==> config.mk <==
export PLATFORM = sky130hd
export DESIGN_NAME = neuron_activation_unit
export DESIGN_NICKNAME = d
export VERILOG_FILES = /design/src/rtl/nn_pkg.sv /design/src/rtl/sigmoid_rom.sv /design/src/rtl/neuron_activation_unit.sv
export SDC_FILE = /design/constraint.sdc
export NUM_CORES = 1
export LEC_CHECK = 0
export ABC_AREA = 0
export CAP_MARGIN = 40
export CORE_ASPECT_RATIO = 0.7
export CORE_MARGIN = 2
export CORE_UTILIZATION = 30
export CTS_BUF_LIST = sky130_fd_sc_hd__clkbuf_4
export DETAILED_ROUTE_END_ITERATION = 16
export MAX_ROUTING_LAYER = met4
export PLACE_DENSITY = 0.7
export SLEW_MARGIN = 10
export SYNTH_ARGS = -nofsm -noshare
export SYNTH_HDL_FRONTEND = slang
export SYNTH_SLANG_ARGS = --single-unit
==> constraint.sdc <==
create_clock -name clk -period 1 [get_ports clk]
set_input_delay 0.15 -clock clk [delete_from_list [all_inputs] [get_ports clk]]
set_output_delay 0.15 -clock clk [all_outputs]
set_load 0.01 [all_outputs]
==> src/rtl/nn_pkg.sv <==
// Shared fixed-point definitions for the neural-network datapath: word geometry,
// activation selectors and the saturating shift used to rescale accumulator sums.
package nn_pkg;

  localparam int DATA_WIDTH = 16;
  localparam int INT_WIDTH  = 4;
  localparam int FRAC       = DATA_WIDTH - 1 - INT_WIDTH;

  localparam logic [DATA_WIDTH-1:0] ONE = DATA_WIDTH'(1) << FRAC;

  localparam string ACT_RELU         = "relu";
  localparam string ACT_SIGMOID_FULL = "sigmoid_full";
  localparam string ACT_SIGMOID_HALF = "sigmoid_half";

  // Wide enough to hold any accumulator this package is likely to see.
  typedef logic signed [63:0] wide_t;

  // Arithmetic right shift, then clamp into the signed range of 'width' bits.
  function automatic wide_t sat_shift(input wide_t v, input int shift, input int width);
    wide_t s;
    wide_t hi;
    wide_t lo;
    s  = v >>> shift;
    hi = (wide_t'(1) <<< (width - 1)) - wide_t'(1);
    lo = -hi - wide_t'(1);
    if (s > hi) return hi;
    if (s < lo) return lo;
    return s;
  endfunction

endpackage

==> src/rtl/sigmoid_rom.sv <==
// Synchronous-read sigmoid table. CENTERED tables span [-2^(AW-1), 2^(AW-1)) address
// steps around zero; uncentered tables hold only the non-negative half.
module sigmoid_rom #(
  parameter int ADDR_WIDTH = 10,
  parameter int DATA_WIDTH = 12,
  parameter int FRAC       = 11,
  parameter int ADDR_FRAC  = 6,
  parameter bit CENTERED   = 1'b1
) (
  input  logic                  clk,
  input  logic                  en,
  input  logic [ADDR_WIDTH-1:0] addr,
  output logic [DATA_WIDTH-1:0] data
);

  localparam int DEPTH = 1 << ADDR_WIDTH;

  // Table contents are fixed at elaboration: round(sigmoid(x) * 2^FRAC).
  function automatic logic [DATA_WIDTH-1:0] entry(input int k);
    real x;
    x = real'(CENTERED ? k - DEPTH / 2 : k) / real'(1 << ADDR_FRAC);
    return DATA_WIDTH'($rtoi(real'(1 << FRAC) / (1.0 + $exp(-x)) + 0.5));
  endfunction

  logic [DATA_WIDTH-1:0] rom [DEPTH];

  for (genvar k = 0; k < DEPTH; k++) begin : g_table
    assign rom[k] = entry(k);
  end

  // NOTE: the table and its read register carry no reset so the tools can map them
  // onto block ROM; the owner masks the output until the first valid read.
  always_ff @(posedge clk) begin
    if (en) data <= rom[addr];
  end

endmodule

==> src/rtl/neuron_activation_unit.sv <==
// One-cycle registered activation stage: maps a signed Q(2*FRAC) accumulator sum to a
// Q(FRAC) activation using ReLU or a sigmoid table selected by ACT_TYPE.
module neuron_activation_unit #(
  parameter int    DATA_WIDTH   = nn_pkg::DATA_WIDTH,
  parameter int    INT_WIDTH    = nn_pkg::INT_WIDTH,
  parameter string ACT_TYPE     = nn_pkg::ACT_RELU,
  parameter int    SIGMOID_SIZE = 10,
  parameter int    ADDR_FRAC    = 6
) (
  input  logic                           clk,
  input  logic                           rst,
  input  logic                           in_valid,
  input  logic signed [2*DATA_WIDTH-1:0] sum,
  output logic        [DATA_WIDTH-1:0]   out,
  output logic                           out_valid
);

  import nn_pkg::wide_t;
  import nn_pkg::sat_shift;
  import nn_pkg::ACT_RELU;
  import nn_pkg::ACT_SIGMOID_FULL;
  import nn_pkg::ACT_SIGMOID_HALF;

  localparam int FRAC_BITS = DATA_WIDTH - 1 - INT_WIDTH;

  if (SIGMOID_SIZE < 2 || ADDR_FRAC < 0 || ADDR_FRAC > 2 * FRAC_BITS) begin : g_bad_geometry
    $error("neuron_activation_unit: inconsistent SIGMOID_SIZE/ADDR_FRAC");
  end

  wide_t sum_w;
  assign sum_w = wide_t'(sum);

  if (ACT_TYPE == ACT_RELU) begin : g_relu

    wide_t                 relu_sat;
    logic [DATA_WIDTH-1:0] relu_val;

    // NOTE: always_comb assigns every output on every path, so no latch is inferred.
    always_comb begin
      relu_sat = sat_shift(sum_w, FRAC_BITS, DATA_WIDTH);
      relu_val = (sum_w < 0) ? '0 : DATA_WIDTH'(relu_sat);
    end

    // NOTE: state is updated with non-blocking assignments so every register samples
    // the pre-edge values regardless of statement order.
    always_ff @(posedge clk or negedge rst) begin
      if (!rst) begin
        out       <= '0;
        out_valid <= 1'b0;
      end else begin
        out_valid <= in_valid;
        if (in_valid) out <= relu_val;
      end
    end

  end else if (ACT_TYPE == ACT_SIGMOID_FULL || ACT_TYPE == ACT_SIGMOID_HALF) begin : g_sigmoid

    localparam bit    HALF      = (ACT_TYPE == ACT_SIGMOID_HALF);
    localparam int    AW        = HALF ? SIGMOID_SIZE - 1 : SIGMOID_SIZE;
    localparam int    ROM_WIDTH = FRAC_BITS + 1;
    localparam wide_t M_MAX     = (wide_t'(1) <<< AW) - wide_t'(1);
    localparam logic [ROM_WIDTH-1:0] ROM_ONE = {1'b1, {FRAC_BITS{1'b0}}};

    wide_t                a;
    wide_t                a_mag;
    logic [AW-1:0]        addr;
    logic [ROM_WIDTH-1:0] rom_q;
    logic [ROM_WIDTH-1:0] rom_out;
    logic                 loaded;
    logic                 neg;

    // Full table is indexed by a + 2^(AW-1), i.e. the two's-complement address with
    // its MSB flipped; the half table by |a| clamped to its top entry.
    always_comb begin
      a     = sat_shift(sum_w, 2 * FRAC_BITS - ADDR_FRAC, SIGMOID_SIZE);
      a_mag = (a < 0) ? -a : a;
      if (HALF) addr = (a_mag > M_MAX) ? AW'(M_MAX) : AW'(a_mag);
      else      addr = AW'(a) ^ {1'b1, {(AW - 1){1'b0}}};
    end

    sigmoid_rom #(
      .ADDR_WIDTH (AW),
      .DATA_WIDTH (ROM_WIDTH),
      .FRAC       (FRAC_BITS),
      .ADDR_FRAC  (ADDR_FRAC),
      .CENTERED   (!HALF)
    ) u_rom (
      .clk  (clk),
      .en   (in_valid),
      .addr (addr),
      .data (rom_q)
    );

    // 'loaded' keeps the unreset table register hidden until a result has been read.
    always_ff @(posedge clk or negedge rst) begin
      if (!rst) begin
        loaded    <= 1'b0;
        neg       <= 1'b0;
        out_valid <= 1'b0;
      end else begin
        out_valid <= in_valid;
        if (in_valid) begin
          loaded <= 1'b1;
          neg    <= (sum_w < 0);
        end
      end
    end

    // Half table relies on sigmoid(-x) = 1 - sigmoid(x).
    always_comb begin
      rom_out = (HALF && neg) ? ROM_ONE - rom_q : rom_q;
      out     = loaded ? DATA_WIDTH'(rom_out) : '0;
    end

  end else begin : g_bad_act
    $error("neuron_activation_unit: unsupported ACT_TYPE %s", ACT_TYPE);
  end

endmodule

After elaboration in Yosys (flattened, before gate mapping)

Index checks and enable logic that the tools add are counted.

Register bits: 17
Bits of input ports: 35
Output and inout port bits: 17
Word-level logic and storage cells: 13

Order comparisons: 3
Multiplexer cells: 8

Operator list:

| operator             | count |
|---|---|
| $mux 16              | 5 |
| $lt 32x1->1 const B  | 1 |
| $gt 21x16->1 const B | 1 |
| $lt 21x16->1 const B | 1 |
| $mux 1               | 3 |

Depth between registers and ports, before layout

Gate-level depths: netlist of the first run.

Word-level depth: 6
Gate-level depth with buffers: 3
Mapped depth without buffers: 2

Worst setup path after synthesis of the first run

No wires, ideal clock.

Path kind: input-to-reg
Start point: input sum[30]
End point: register out[0]
Setup time: 145 ps
Data arrival time: 774 ps
Setup slack: 81 ps
Cell stages on the path: 3
Buffers on the path: 1
Path through: nor4_4 buf_6 a32oi_1

Longest elaborated chain between the ends: 6

RTL lines:

| element              | line                         | text |
|---|---|---|
| start, declared      | neuron_activation_unit.sv:13 | `input logic signed [2*DATA_WIDTH-1:0] sum,` |
| $lt 21x16->1         | nn_pkg.sv:27                 | `if (s < lo) return lo;` |
| $mux 1 (2 in series) | nn_pkg.sv:27                 |  |
| $mux 16              | nn_pkg.sv:28                 | `return s;` |
| $mux 16              | nn_pkg.sv:27                 |  |
| $mux 16 *            | neuron_activation_unit.sv:41 | `relu_val = (sum_w < 0) ? '0 : DATA_WIDTH'(relu_sat);` |
| end signal, assigned | neuron_activation_unit.sv:52 | `if (in_valid) out <= relu_val;` |
| end, declared        | neuron_activation_unit.sv:14 | `output logic [DATA_WIDTH-1:0] out,` |

Every way passes the cells marked *; elsewhere a longest branch is shown, timed or not. The select of a mux whose other input is x is not followed.
A chain may end at the register's enable or synchronous reset.

Final worst setup path of the first run

Start point: register out[11]
End point: output out[11]

No word-level cell between the ends.

==> flow_summary_export.csv, run 1 <==
group,metric,value,unit
timing,timing.final.crit_share,100.7,%
pwr,powerDensity,1212,nW/um^2
clock_tree,clkLatencyLatePin,0.30,ns
route,vias,746,
cells_and_area,areaGrowthSynthToFinish,64.40,%
floorplanning,fp-row-count,15,
status,failed_checks,"setup timing",
floorplanning,die_y,46.48,um
critical_path,critPathBufInv,1,
route,antenna_left,0,
place,gp_congestion,0.7748,
timing,tightest_slew,0.2435,ns
cells_and_area,fin_nets,160,
clock_tree,cts_sinks,17,
global_routing,grt_usage,16.38,%
critical_path,critPathLaunchType,"flop",
cells_and_area,fill_cells,266,
timing,hold_viol_final,0,
cells_and_area,finalInstanceArea,1271,sq um
floorplanning,dieArea,3006,sq um
floorplanning,io_pins,52,
floorplanning,core,2459,sq um
cells_and_area,stdcell_count,158,
clock_tree,cts_max_level,1,
critical_path,timing.rr.end,"out[9]",
synthesis,syn_avg_cell_area,10.89,sq um
critical_path,criticalPathCategory,"reg -> out",
timing,rsz0062_at_grt,"true",
floorplanning,die_w,64.68,um
critical_path,cp-end-kind,"output pin",
timing,slew_viol_final,0,
critical_path,critPathRequiredTime,0.85,ns
synthesis,ys_seq_area_share,55.02,%
global_routing,grt.overflow.total,0,
route,wl_per_cell,13.53,um
timing,fin_crit,1.007,ns
route,drt_iter0_drc,40,
timing,finClkSkew,0,ns
route,viasPerCell,4.722,
pwr,max-vdd-ir-drop,0.7607,mV
synthesis,yosysWarningCount,0,
pwr,p_leak,0.5924,nW
route,first_pass_iters,4,
critical_path,r2r_cells,4,
floorplanning,start_util,31.45,%
timing,finalSetupViolCount,2,
critical_path,cp_max_fo,2,
pwr,total_power,0.001541,W
clock_tree,cts_tree,"built",
clock_tree,clockBufferDepth,2,
critical_path,timing.critical_path.depth,1,
critical_path,crit_family,"flip-flops",
synthesis,yosysUniqueCellTypes,9,
cells_and_area,antennaDiodeCount,0,
synthesis,postSynthCellCount,71,
clock_tree,cts_root_buffer,"clkbuf_4",
status,status,"finished with violations",
global_routing,grt_pass1_vias,734,
critical_path,crit_chain,"buf_2",
place,io_buffers,40,
critical_path,critPathMaxStageDelay,0.41,ns
global_routing,grt_max_degree,33,
place,placedInstanceArea,1269,sq um
route,drcViolationCount,0,
hold_path,hold_class,"in -> async",
critical_path,reg2reg_slack,0.14,ns
synthesis,synth_seq_cells,17,
global_routing,grt_first_pass_wirelength,3498,um
route,drt_wl_total,2138,um
place,dp_cells,147,
clock_tree,numCtsBuffers,3,
critical_path,crit_slowest_cell,"dfrtp_1",
cells_and_area,layout-drive-gt1-share,29.84,%
critical_path,cp.arrival,0.86,ns
timing,fmax,993.3,MHz
clock_tree,path_clk_slew,0.11,ns
synthesis,syn-cell-area,773.2,sq um
run,drv_cap,0,
timing,setup_ws,-0.006757,ns
global_routing,antenna_found_initial,0,
synthesis,synth_nets,106,
critical_path,r2r-start,"out[9]",
place,hpwlAfterDp,1536,um
timing,timing.slew.headroom,83.65,%
## worst max-delay path by stage
| stage | startpoint | end | slack (ns) |
|---|---|---|---|
| after global placement | sum[30] | out[9] | -0.32 |
| after CTS | out[0] | out[0] | -0.02 |
| after detailed placement | sum[30] | out[11] | -0.36 |
| after floorplan | sum[30] | out[0] | 0.08 |
| after global routing | out[0] | out[0] | -0.06 |
| final | out[11] | out[11] | -0.007 |
## registers in the layout (all words and copies together) (netlist names)
register	flops
out	16
out_valid	1
## metal layers
layer	global-route usage, %	routed length [um]	vias up
li1	-	-	362
met1	21.40	985	356
met2	25.00	1025	24
met3	4.645	102	4
met4	5.106	25	0
met5	-	0	-
## cell usage in the layout, fill, tap and decap left out, drive strengths merged
cell type and instances:
nor2 15, clkbuf 3, buf 32, dfrtp 17, a32oi 15, nor2b 1, dlymetal6s2s 2, clkdlybuf4s50 20
nor4 1, nand2b 16, dlygate4sd2 1, clkinv 1
## timing repair
item | 4_1_cts | 5_1_grt
hold buffers | 0 | 0
resized for setup | 69 | 3
setup endpoints to repair | 31 | 30
buffers inserted | 4 | 3
hold endpoints to repair | 0 | 0
pin swaps | 1 | 1
## cells by family (layout without fill, tap and decap cells)
| logic type | Yosys count | count (layout) | share of synthesized area (%) |
|---|---|---|---|
| simple gates | 33 | 33 | 23.79 |
| buf+inv | 6 | 59 | 4.207 |
| flops | 17 | 17 | 55.02 |
| compound gates | 15 | 15 | 16.99 |
## cell type report
class                   count  area (sq um)  share of cell area [%]
repair buffers             55         460.4                   36.22
flip-flops and latches     17         425.4                   33.46
multi-input cells          48         315.3                   24.80
well taps                  34         42.54                   3.346
clock buffers               3         22.52                   1.772
clock inverters             1         5.005                  0.3937
## through the flow
stage	TNS [ns]	worst slack (ns)	hold WS, ns	util [%]
2_1_floorplan	0	0.08104	-0.1456	-
3_3_place_gp	-5.012	-0.3191	0.4822	51.60
3_5_place_dp	-5.618	-0.3637	0.4884	51.60
4_1_cts	-0.06544	-0.02078	0.1547	50.43
5_1_grt	-0.4893	-0.05811	0.1782	51.70
6_report	-0.008951	-0.006757	0.1575	51.70
## where the power goes
part | leakage, nW | switching [W] | internal (W)
Combinational | 0.366 | 0.000164 | 0.000222
Clock | 0.0177 | 0.000232 | 0.000149
Sequential | 0.209 | 0.0000302 | 0.000744
Total | 0.592 | 0.000426 | 0.00112
## cell usage after synthesis
master / n / area (sq um)
dfrtp_1: 17 / 425.4
nor2b_1: 1 / 6.260
nand2b_1: 16 / 100.1
clkbuf_1: 3 / 11.26
buf_2: 2 / 10.01
a32oi_1: 15 / 131.4
buf_6: 1 / 11.26
nor2_1: 15 / 56.30
nor4_4: 1 / 21.27
No activity file was read; power rests on OpenSTA's default activity.
==> inputs of run 2 (changes only) <==
--- a/config.mk
+++ b/config.mk
@@ -12,6 +12,7 @@
 export CORE_UTILIZATION = 30
 export CTS_BUF_LIST = sky130_fd_sc_hd__clkbuf_4
 export DETAILED_ROUTE_END_ITERATION = 16
+export HOLD_SLACK_MARGIN = 0.08
 export MAX_ROUTING_LAYER = met4
 export PLACE_DENSITY = 0.7
 export SLEW_MARGIN = 10
==> results of run 2 <==
Final layout, timing and power as in run 1 (identical DEF).
